===== src/rtl/ctrl_pipe_unit.sv =====
// ctrl_pipe_unit: RV32 ID-stage decoder, ID/EX control register and
// mul/div occupancy sequencer.
// Optional feature macro: RV32M_EN (M-extension decode plus sequencer).
// Without RV32M_EN, funct7=0000001 R-types decode as illegal and
// MdBusy/MdDone are tied low.
module ctrl_pipe_unit #(
  parameter int MUL_CYCLES = 3,
  parameter int DIV_CYCLES = 32
) (
  input  logic        clk,
  input  logic        reset,
  input  logic [31:0] InstrD,
  input  logic        ValidD,
  input  logic        StallE,
  input  logic        FlushE,
  output logic        RegWriteE,
  output logic        MemWriteE,
  output logic        MemtoRegE,
  output logic        BranchE,
  output logic        JumpE,
  output logic        JalrE,
  output logic        ALUSrcE,
  output logic [1:0]  ALUOpE,
  output logic [2:0]  ImmSrcE,
  output logic [2:0]  MdOpE,
  output logic        MdE,
  output logic        IllegalE,
  output logic        MdBusy,
  output logic        MdDone
);

  typedef struct packed {
    logic       reg_write;
    logic       mem_write;
    logic       mem_to_reg;
    logic       branch;
    logic       jump;
    logic       jalr;
    logic       alu_src;
    logic [1:0] alu_op;
    logic [2:0] imm_src;
    logic [2:0] md_op;
    logic       md;
    logic       illegal;
  } ctrl_t;

  logic [6:0] opcode;
  logic [2:0] funct3;
  logic [6:0] funct7;
  ctrl_t      dec;
  ctrl_t      ctrl_q;
  logic       md_hold;

  assign opcode = InstrD[6:0];
  assign funct3 = InstrD[14:12];
  assign funct7 = InstrD[31:25];

  // Combinational decode of the ID-stage instruction
  always_comb begin
    dec = '0;
    case (opcode)
      7'b0000011: begin dec.reg_write = 1'b1; dec.mem_to_reg = 1'b1; dec.alu_src = 1'b1; end
      7'b0100011: begin dec.mem_write = 1'b1; dec.alu_src = 1'b1; dec.imm_src = 3'b001; end
      7'b0110011: begin
        if (funct7 == 7'b0000000 || funct7 == 7'b0100000) begin
          dec.reg_write = 1'b1;
          dec.alu_op    = 2'b10;
        end
`ifdef RV32M_EN
        else if (funct7 == 7'b0000001) begin
          dec.reg_write = 1'b1;
          dec.alu_op    = 2'b10;
          dec.md        = 1'b1;
          dec.md_op     = funct3;
        end
`endif
        else begin
          dec.illegal = 1'b1;
        end
      end
      7'b0010011: begin dec.reg_write = 1'b1; dec.alu_src = 1'b1; dec.alu_op = 2'b11; end
      7'b1100011: begin dec.branch = 1'b1; dec.alu_op = 2'b01; dec.imm_src = 3'b010; end
      7'b1101111: begin dec.jump = 1'b1; dec.reg_write = 1'b1; dec.imm_src = 3'b100; end
      7'b1100111: begin dec.jalr = 1'b1; dec.reg_write = 1'b1; dec.alu_src = 1'b1; end
      7'b0110111,
      7'b0010111: begin dec.reg_write = 1'b1; dec.alu_src = 1'b1; dec.imm_src = 3'b011; end
      7'b1110011: dec = '0;  // system ops execute as NOPs here
      default:    dec.illegal = 1'b1;
    endcase
  end

  // ID/EX control register: flush beats stall, and an occupied mul/div unit freezes it
  always_ff @(posedge clk) begin
    if (reset) begin
      ctrl_q <= '0;
    end else if (!md_hold) begin
      if (FlushE || (!StallE && !ValidD)) ctrl_q <= '0;
      else if (!StallE)                   ctrl_q <= dec;
    end
  end

  assign RegWriteE = ctrl_q.reg_write;
  assign MemWriteE = ctrl_q.mem_write;
  assign MemtoRegE = ctrl_q.mem_to_reg;
  assign BranchE   = ctrl_q.branch;
  assign JumpE     = ctrl_q.jump;
  assign JalrE     = ctrl_q.jalr;
  assign ALUSrcE   = ctrl_q.alu_src;
  assign ALUOpE    = ctrl_q.alu_op;
  assign ImmSrcE   = ctrl_q.imm_src;
  assign MdOpE     = ctrl_q.md_op;
  assign MdE       = ctrl_q.md;
  assign IllegalE  = ctrl_q.illegal;

`ifdef RV32M_EN
  typedef enum logic [1:0] {IDLE, BUSY, DONE} md_state_t;

  localparam logic [7:0] MUL_LAT = 8'(MUL_CYCLES - 1);
  localparam logic [7:0] DIV_LAT = 8'(DIV_CYCLES - 1);

  md_state_t  md_state;
  logic [7:0] md_cnt;
  logic       load_m;

  assign md_hold = MdBusy;
  assign load_m  = !FlushE && !StallE && ValidD && dec.md;

  // Occupancy sequencer; a new M op loaded on the DONE cycle restarts BUSY
  // directly so back-to-back ops are not lost.
  always_ff @(posedge clk) begin
    if (reset) begin
      md_state <= IDLE;
      md_cnt   <= 8'd0;
      MdBusy   <= 1'b0;
      MdDone   <= 1'b0;
    end else begin
      case (md_state)
        IDLE, DONE: begin
          MdDone <= 1'b0;
          if (load_m) begin
            md_state <= BUSY;
            md_cnt   <= funct3[2] ? DIV_LAT : MUL_LAT;
            MdBusy   <= 1'b1;
          end else begin
            md_state <= IDLE;
          end
        end
        BUSY: begin
          if (md_cnt == 8'd0) begin
            md_state <= DONE;
            MdBusy   <= 1'b0;
            MdDone   <= 1'b1;
          end else begin
            md_cnt <= md_cnt - 8'd1;
          end
        end
        default: begin
          md_state <= IDLE;
          MdBusy   <= 1'b0;
          MdDone   <= 1'b0;
        end
      endcase
    end
  end
`else
  assign md_hold = 1'b0;
  assign MdBusy  = 1'b0;
  assign MdDone  = 1'b0;
`endif

endmodule


===== config.mk =====
export PLATFORM = sky130hd
export DESIGN_NAME = ctrl_pipe_unit
export DESIGN_NICKNAME = d
export VERILOG_FILES = /design/src/rtl/ctrl_pipe_unit.sv
export SDC_FILE = /design/constraint.sdc
export NUM_CORES = 1
export LEC_CHECK = 0
export BUFFER_PORTS_ARGS = -buffer_cell sky130_fd_sc_hd__buf_2
export CORE_MARGIN = 5
export CORE_UTILIZATION = 39
export CTS_CLUSTER_DIAMETER = 200
export DETAILED_ROUTE_END_ITERATION = 16
export PLACE_DENSITY = 0.82
export SLEW_MARGIN = 20
export SYNTH_ARGS = -nofsm -noshare
export SYNTH_HDL_FRONTEND = slang
export SYNTH_SLANG_ARGS = --single-unit

===== constraint.sdc =====
create_clock -name clk -period 1.6 [get_ports clk]
set_clock_uncertainty 0.15 [all_clocks]
set_input_delay 0 -clock clk [delete_from_list [all_inputs] [get_ports clk]]
set_output_delay 0 -clock clk [all_outputs]
set_load 0.01 [all_outputs]

Word-level counts from Yosys, hierarchy flattened
Cells that the tools add are included.
{"block": "word_totals", "n_memories": 0, "reg_bits": 13, "latchBits": 0, "inputBits": 37, "romBits": 0, "ramBits": 0, "wordCells": 45}
{"block": "classes", "bitwise": 0, "multipliers": 0, "n_shift": 0, "n_div": 0, "mux": 13, "reduce_logical": 11, "magnitude_cmp": 0, "add_sub_neg": 0, "eq_ne": 11}
{"cell": "== test 7 x 6 -> 1 bit, second input constant", "count": 4}
{"cell": "== test 7 bit, second input constant", "count": 4}
{"cell": "== test 7 x 5 -> 1 bit, second input constant", "count": 2}
{"cell": "case mux 3 bit (4 select lines)", "count": 1}
{"cell": "OR reduction 6 bit", "count": 2}
{"cell": "OR reduction 9 bit", "count": 1}
{"cell": "two-way mux 1 bit", "count": 8}
{"cell": "== test 7 x 2 -> 1 bit, second input constant", "count": 1}
{"cell": "logical NOT 7 bit", "count": 1}
{"cell": "case mux 2 bit (3 select lines)", "count": 1}
{"cell": "case mux 1 bit (2 select lines)", "count": 2}
{"cell": "OR reduction 2 bit", "count": 2}
{"cell": "logical NOT 1 bit", "count": 2}
{"cell": "logical OR 1 bit", "count": 2}
{"cell": "two-way mux 2 bit", "count": 1}
{"cell": "logical AND 1 bit", "count": 1}

Depth between registers and ports, before layout
{"block": "logic_depth", "ltp_word": 4, "depth_mapped": 5}

Least setup slack after synthesis
Ideal clock, no wire load.
{"block": "synth_timing", "kind": "input port to flip-flop", "startpoint": "input port InstrD[28]", "endpoint": "register ctrl_q, in the netlist RegWriteE", "path_buffers": 0, "slack_ps": 333, "arrival_time_ps": 1031, "setup_ps": 86, "path_stages": 4, "required_ps": 1364, "cell_sequence": "or4_4 nor4_4 a211oi_1 a221oi_2"}
{"block": "synth_via", "elab_chain_cells": 4}
{"element": "from (decl)", "line_no": "12", "text": "input logic [31:0] InstrD,"}
{"element": "== test 7 x 6 -> 1 bit or logical NOT 7 bit (tied branches)", "line_no": "65", "text": "if (funct7 == 7'b0000000 || funct7 == 7'b0100000) begin"}
{"element": "logical OR 1 bit *", "line_no": "65"}
{"element": "two-way mux 1 bit *", "line_no": "65"}
{"element": "case mux 1 bit (2 select lines) *", "line_no": "61", "text": "case (opcode)"}
{"element": "to (signal assigned)", "line_no": "95", "text": "ctrl_q <= '0;"}
{"element": "to (signal assigned)", "line_no": "97", "text": "if (FlushE || (!StallE && !ValidD)) ctrl_q <= '0;"}
{"element": "to (signal assigned)", "line_no": "98", "text": "else if (!StallE) ctrl_q <= dec;"}
{"element": "to (decl)", "line_no": "51", "text": "ctrl_t ctrl_q;"}
Every way passes the cells marked *; elsewhere a longest branch is shown, timed or not.
A chain may end at the register's enable or synchronous reset.

Final worst setup path
{"block": "layout_timing", "startpoint": "input port StallE", "endpoint": "register ctrl_q, in the netlist IllegalE"}
{"block": "layout_via", "elab_chain_cells": 4}
{"element": "from (decl)", "line_no": "14", "text": "input logic StallE,"}
{"element": "logical NOT 1 bit"}
{"element": "logical AND 1 bit", "line_no": "97"}
{"element": "logical OR 1 bit", "line_no": "97"}
{"element": "OR reduction 2 bit (no line)"}
Parallel ways exist; a longest one is shown, timed or not.

==> flow_metrics.py <==
metrics = {
    "global_routing": {
        "grt_overflow_total": 0,
        "grt_pass1_wl_mm": 2.73,
        "antenna_found_initial": 0,
        "grt_usage_pct": 12.8,
        "grt_pass1_vias": 668,
        "grt_max_degree": 17,
    },
    "route": {
        "vias": 796,
        "route.detailed.drc": 0,
        "dr.pass1.iters": 4,
        "ant_nets": 0,
        "wirelength_mm": 1.94,
        "vias_per_cell": 5.27,
        "drt_iter0_drc": 35,
        "wire_per_inst_um": 12.8,
    },
    "yosys": {
        "synthTopCellsByArea": "dfxtp_1 (34%), buf_4 (6.0%), nor2_1 (5.5%)",
        "syn_area_um2": 754,
        "ys_seq_elements": 13,
        "yosysUniqueCellTypes": 33,
        "synth_cells": 91,
        "yosys.area.top_type": "dfxtp_1",
        "synth.most_common_cell": "dfxtp_1",
        "syn_avg_cell_area_um2": 8.29,
        "synth-edff-count": 0,
        "synth_top_area_share_pct": 34.5,
        "yosys_warnings": 0,
        "synth_common_cells": "dfxtp_1 (13), nor2_1 (11), a21oi_1 (8), buf_4 (6), nand2_1 (5)",
        "synthArstFlopShare_pct": 0,
        "ys_dominant_reg_cell": "dfxtp_1",
        "yosysSeqAreaShare_pct": 34.5,
    },
    "die": {
        "fp.dieArea_um2": 2910,
        "coreArea_um2": 1900,
        "die_w_um": 54.0,
        "fp-row-count": 16,
        "initial_core_util_pct": 39.7,
        "die_h_um": 54.0,
        "top_level_ports": 56,
    },
    "final_layout": {
        "antennaDiodeCount": 0,
        "finalNonFillerCells": 151,
        "area_growth_pct": 27.0,
        "largest_reg_flops": 3,
        "finish.utilization_pct": 50.4,
        "drive_above_1_share_pct": 31.5,
        "nets": 162,
        "fin_area_um2": 958,
    },
    "cts": {
        "cts_tree": "done",
        "cts_setup_buffers": 0,
        "numClockSinks": 13,
        "cts_buffer_depth": 2,
        "insertion_delay_ns": 0.27,
        "cts_buffers": 3,
        "htreeDepth": 1,
        "root_buffer": "clkbuf_4",
        "path_clk_slew_ns": 0.08,
    },
    "flow_run": {
        "cap_viol_max_count": 0,
    },
    "timing": {
        "finalHoldViolCount": 0,
        "period_minus_slack_ns": 1.56,
        "drv_slew": 0,
        "tightest_slew_ns": 0.907,
        "slew_headroom_pct": 39.1,
        "tns_ns": 0,
        "setup_viol": 0,
        "finalCritPeriodShare_pct": 97.8,
        "rsz0062_at_grt": "yes",
        "max_freq_mhz": 639,
    },
    "placed_design": {
        "place_congestion": 0.803,
        "portBuffers": 30,
        "dp_hpwl_mm": 1.33,
        "place_area_um2": 890,
        "place_inst": 143,
    },
    "critical_path": {
        "worstSetupPathType": "in -> reg",
        "required_ns": 1.63,
        "crit_fanout": 5,
        "cp-end-kind": "register",
        "cp-start-kind": "input port",
        "arrival_ns": 1.60,
    },
    "pwr": {
        "p_leak_nw": 0.403,
        "powerDensity_nw_per_um2": 666,
        "irDropWorstVdd_uv": 323,
    },
    "min_path": {
        "hold_class": "in -> reg",
    },
    "run_status": {
        "status": "finished, final reports clean",
    },
}
-- report_power, final --
| part | leakage [nW] | switching (mW) | internal, mW |
|---|---|---|---|
| combinational | 0.283 | 0.0628 | 0.0424 |
| clock | 0.0150 | 0.109 | 0.0966 |
| sequential | 0.105 | 0.00121 | 0.325 |
-- worst max-delay path, cell delays in order --
cell and delay, ns:
buf_2 0.11, dlygate4sd3_1 0.65, and2_1 0.19, a2111oi_0 0.37
a21oi_1 0.12, o21a_1 0.14
-- kinds of logic after synthesis --
kind of cell | after synthesis | share of synthesized area (%)
buf+inv | 16 | 12.9
simple gates | 36 | 29.0
compound gates | 25 | 23.1
flops | 13 | 34.5
other cells | 1 | 0.497
-- per-layer routing --
layer	track usage (%)	part of all wire, %	routed length (µm)
met1	13.8	40	777
met2	23.2	51	988
met3	1.11	7.7	150
met4	9.13	1.1	21
met5	0	0	0
-- repair_timing --
action                                  in CTS  in global routing
hold buffers                                 4                  0
resized for setup                            0                  1
endpoints found under the hold margin        6                  0
endpoints found under the setup margin       0                  2
-- placed cells by master (no fill, tap or decap), types with 3 or more instances in the layout --
cell           count
a21oi_1            8
nor4_1             3
nor2_1            10
buf_2             30
conb_1             6
a2111oi_0          3
nand3b_1           3
inv_1              4
dlygate4sd3_1      4
nand2_1            5
dfxtp_1           13
clkbuf_4           3
-- final cells by class --
cell class | instances | area, µm²
multi-input cells | 67 | 418
inverters | 4 | 15.0
repair buffers | 36 | 205
well taps | 27 | 33.8
fillers | 184 | 943
clock buffers | 4 | 26.3
flip-flops and latches | 13 | 260
-- per-stage QoR --
stage / power (mW) / setup slack, ns / hold slack [ns]
4_1_cts: 0.637 / 0.0761 / 0.00897
3_3_place_gp: 0.426 / 0.168 / 0.125
6_report: 0.638 / 0.0354 / 0.0233
5_1_grt: 0.659 / -0.0152 / 0.0227
3_5_place_dp: 0.429 / 0.154 / 0.135
2_1_floorplan: 0.405 / 0.333 / 0.0282
-- path summary, 6_finish.rpt --
kind / from / end / slack (ns) / cells after the start
max: StallE / IllegalE / 0.04 / 6
max reg2reg: IllegalE / IllegalE / 0.22 / 4
min reg2reg: ImmSrcE[2] / ImmSrcE[2] / 0.32 / 2
min: InstrD[25] / ALUOpE[1] / 0.02 / 4
(Power assumes the default switching activity.)
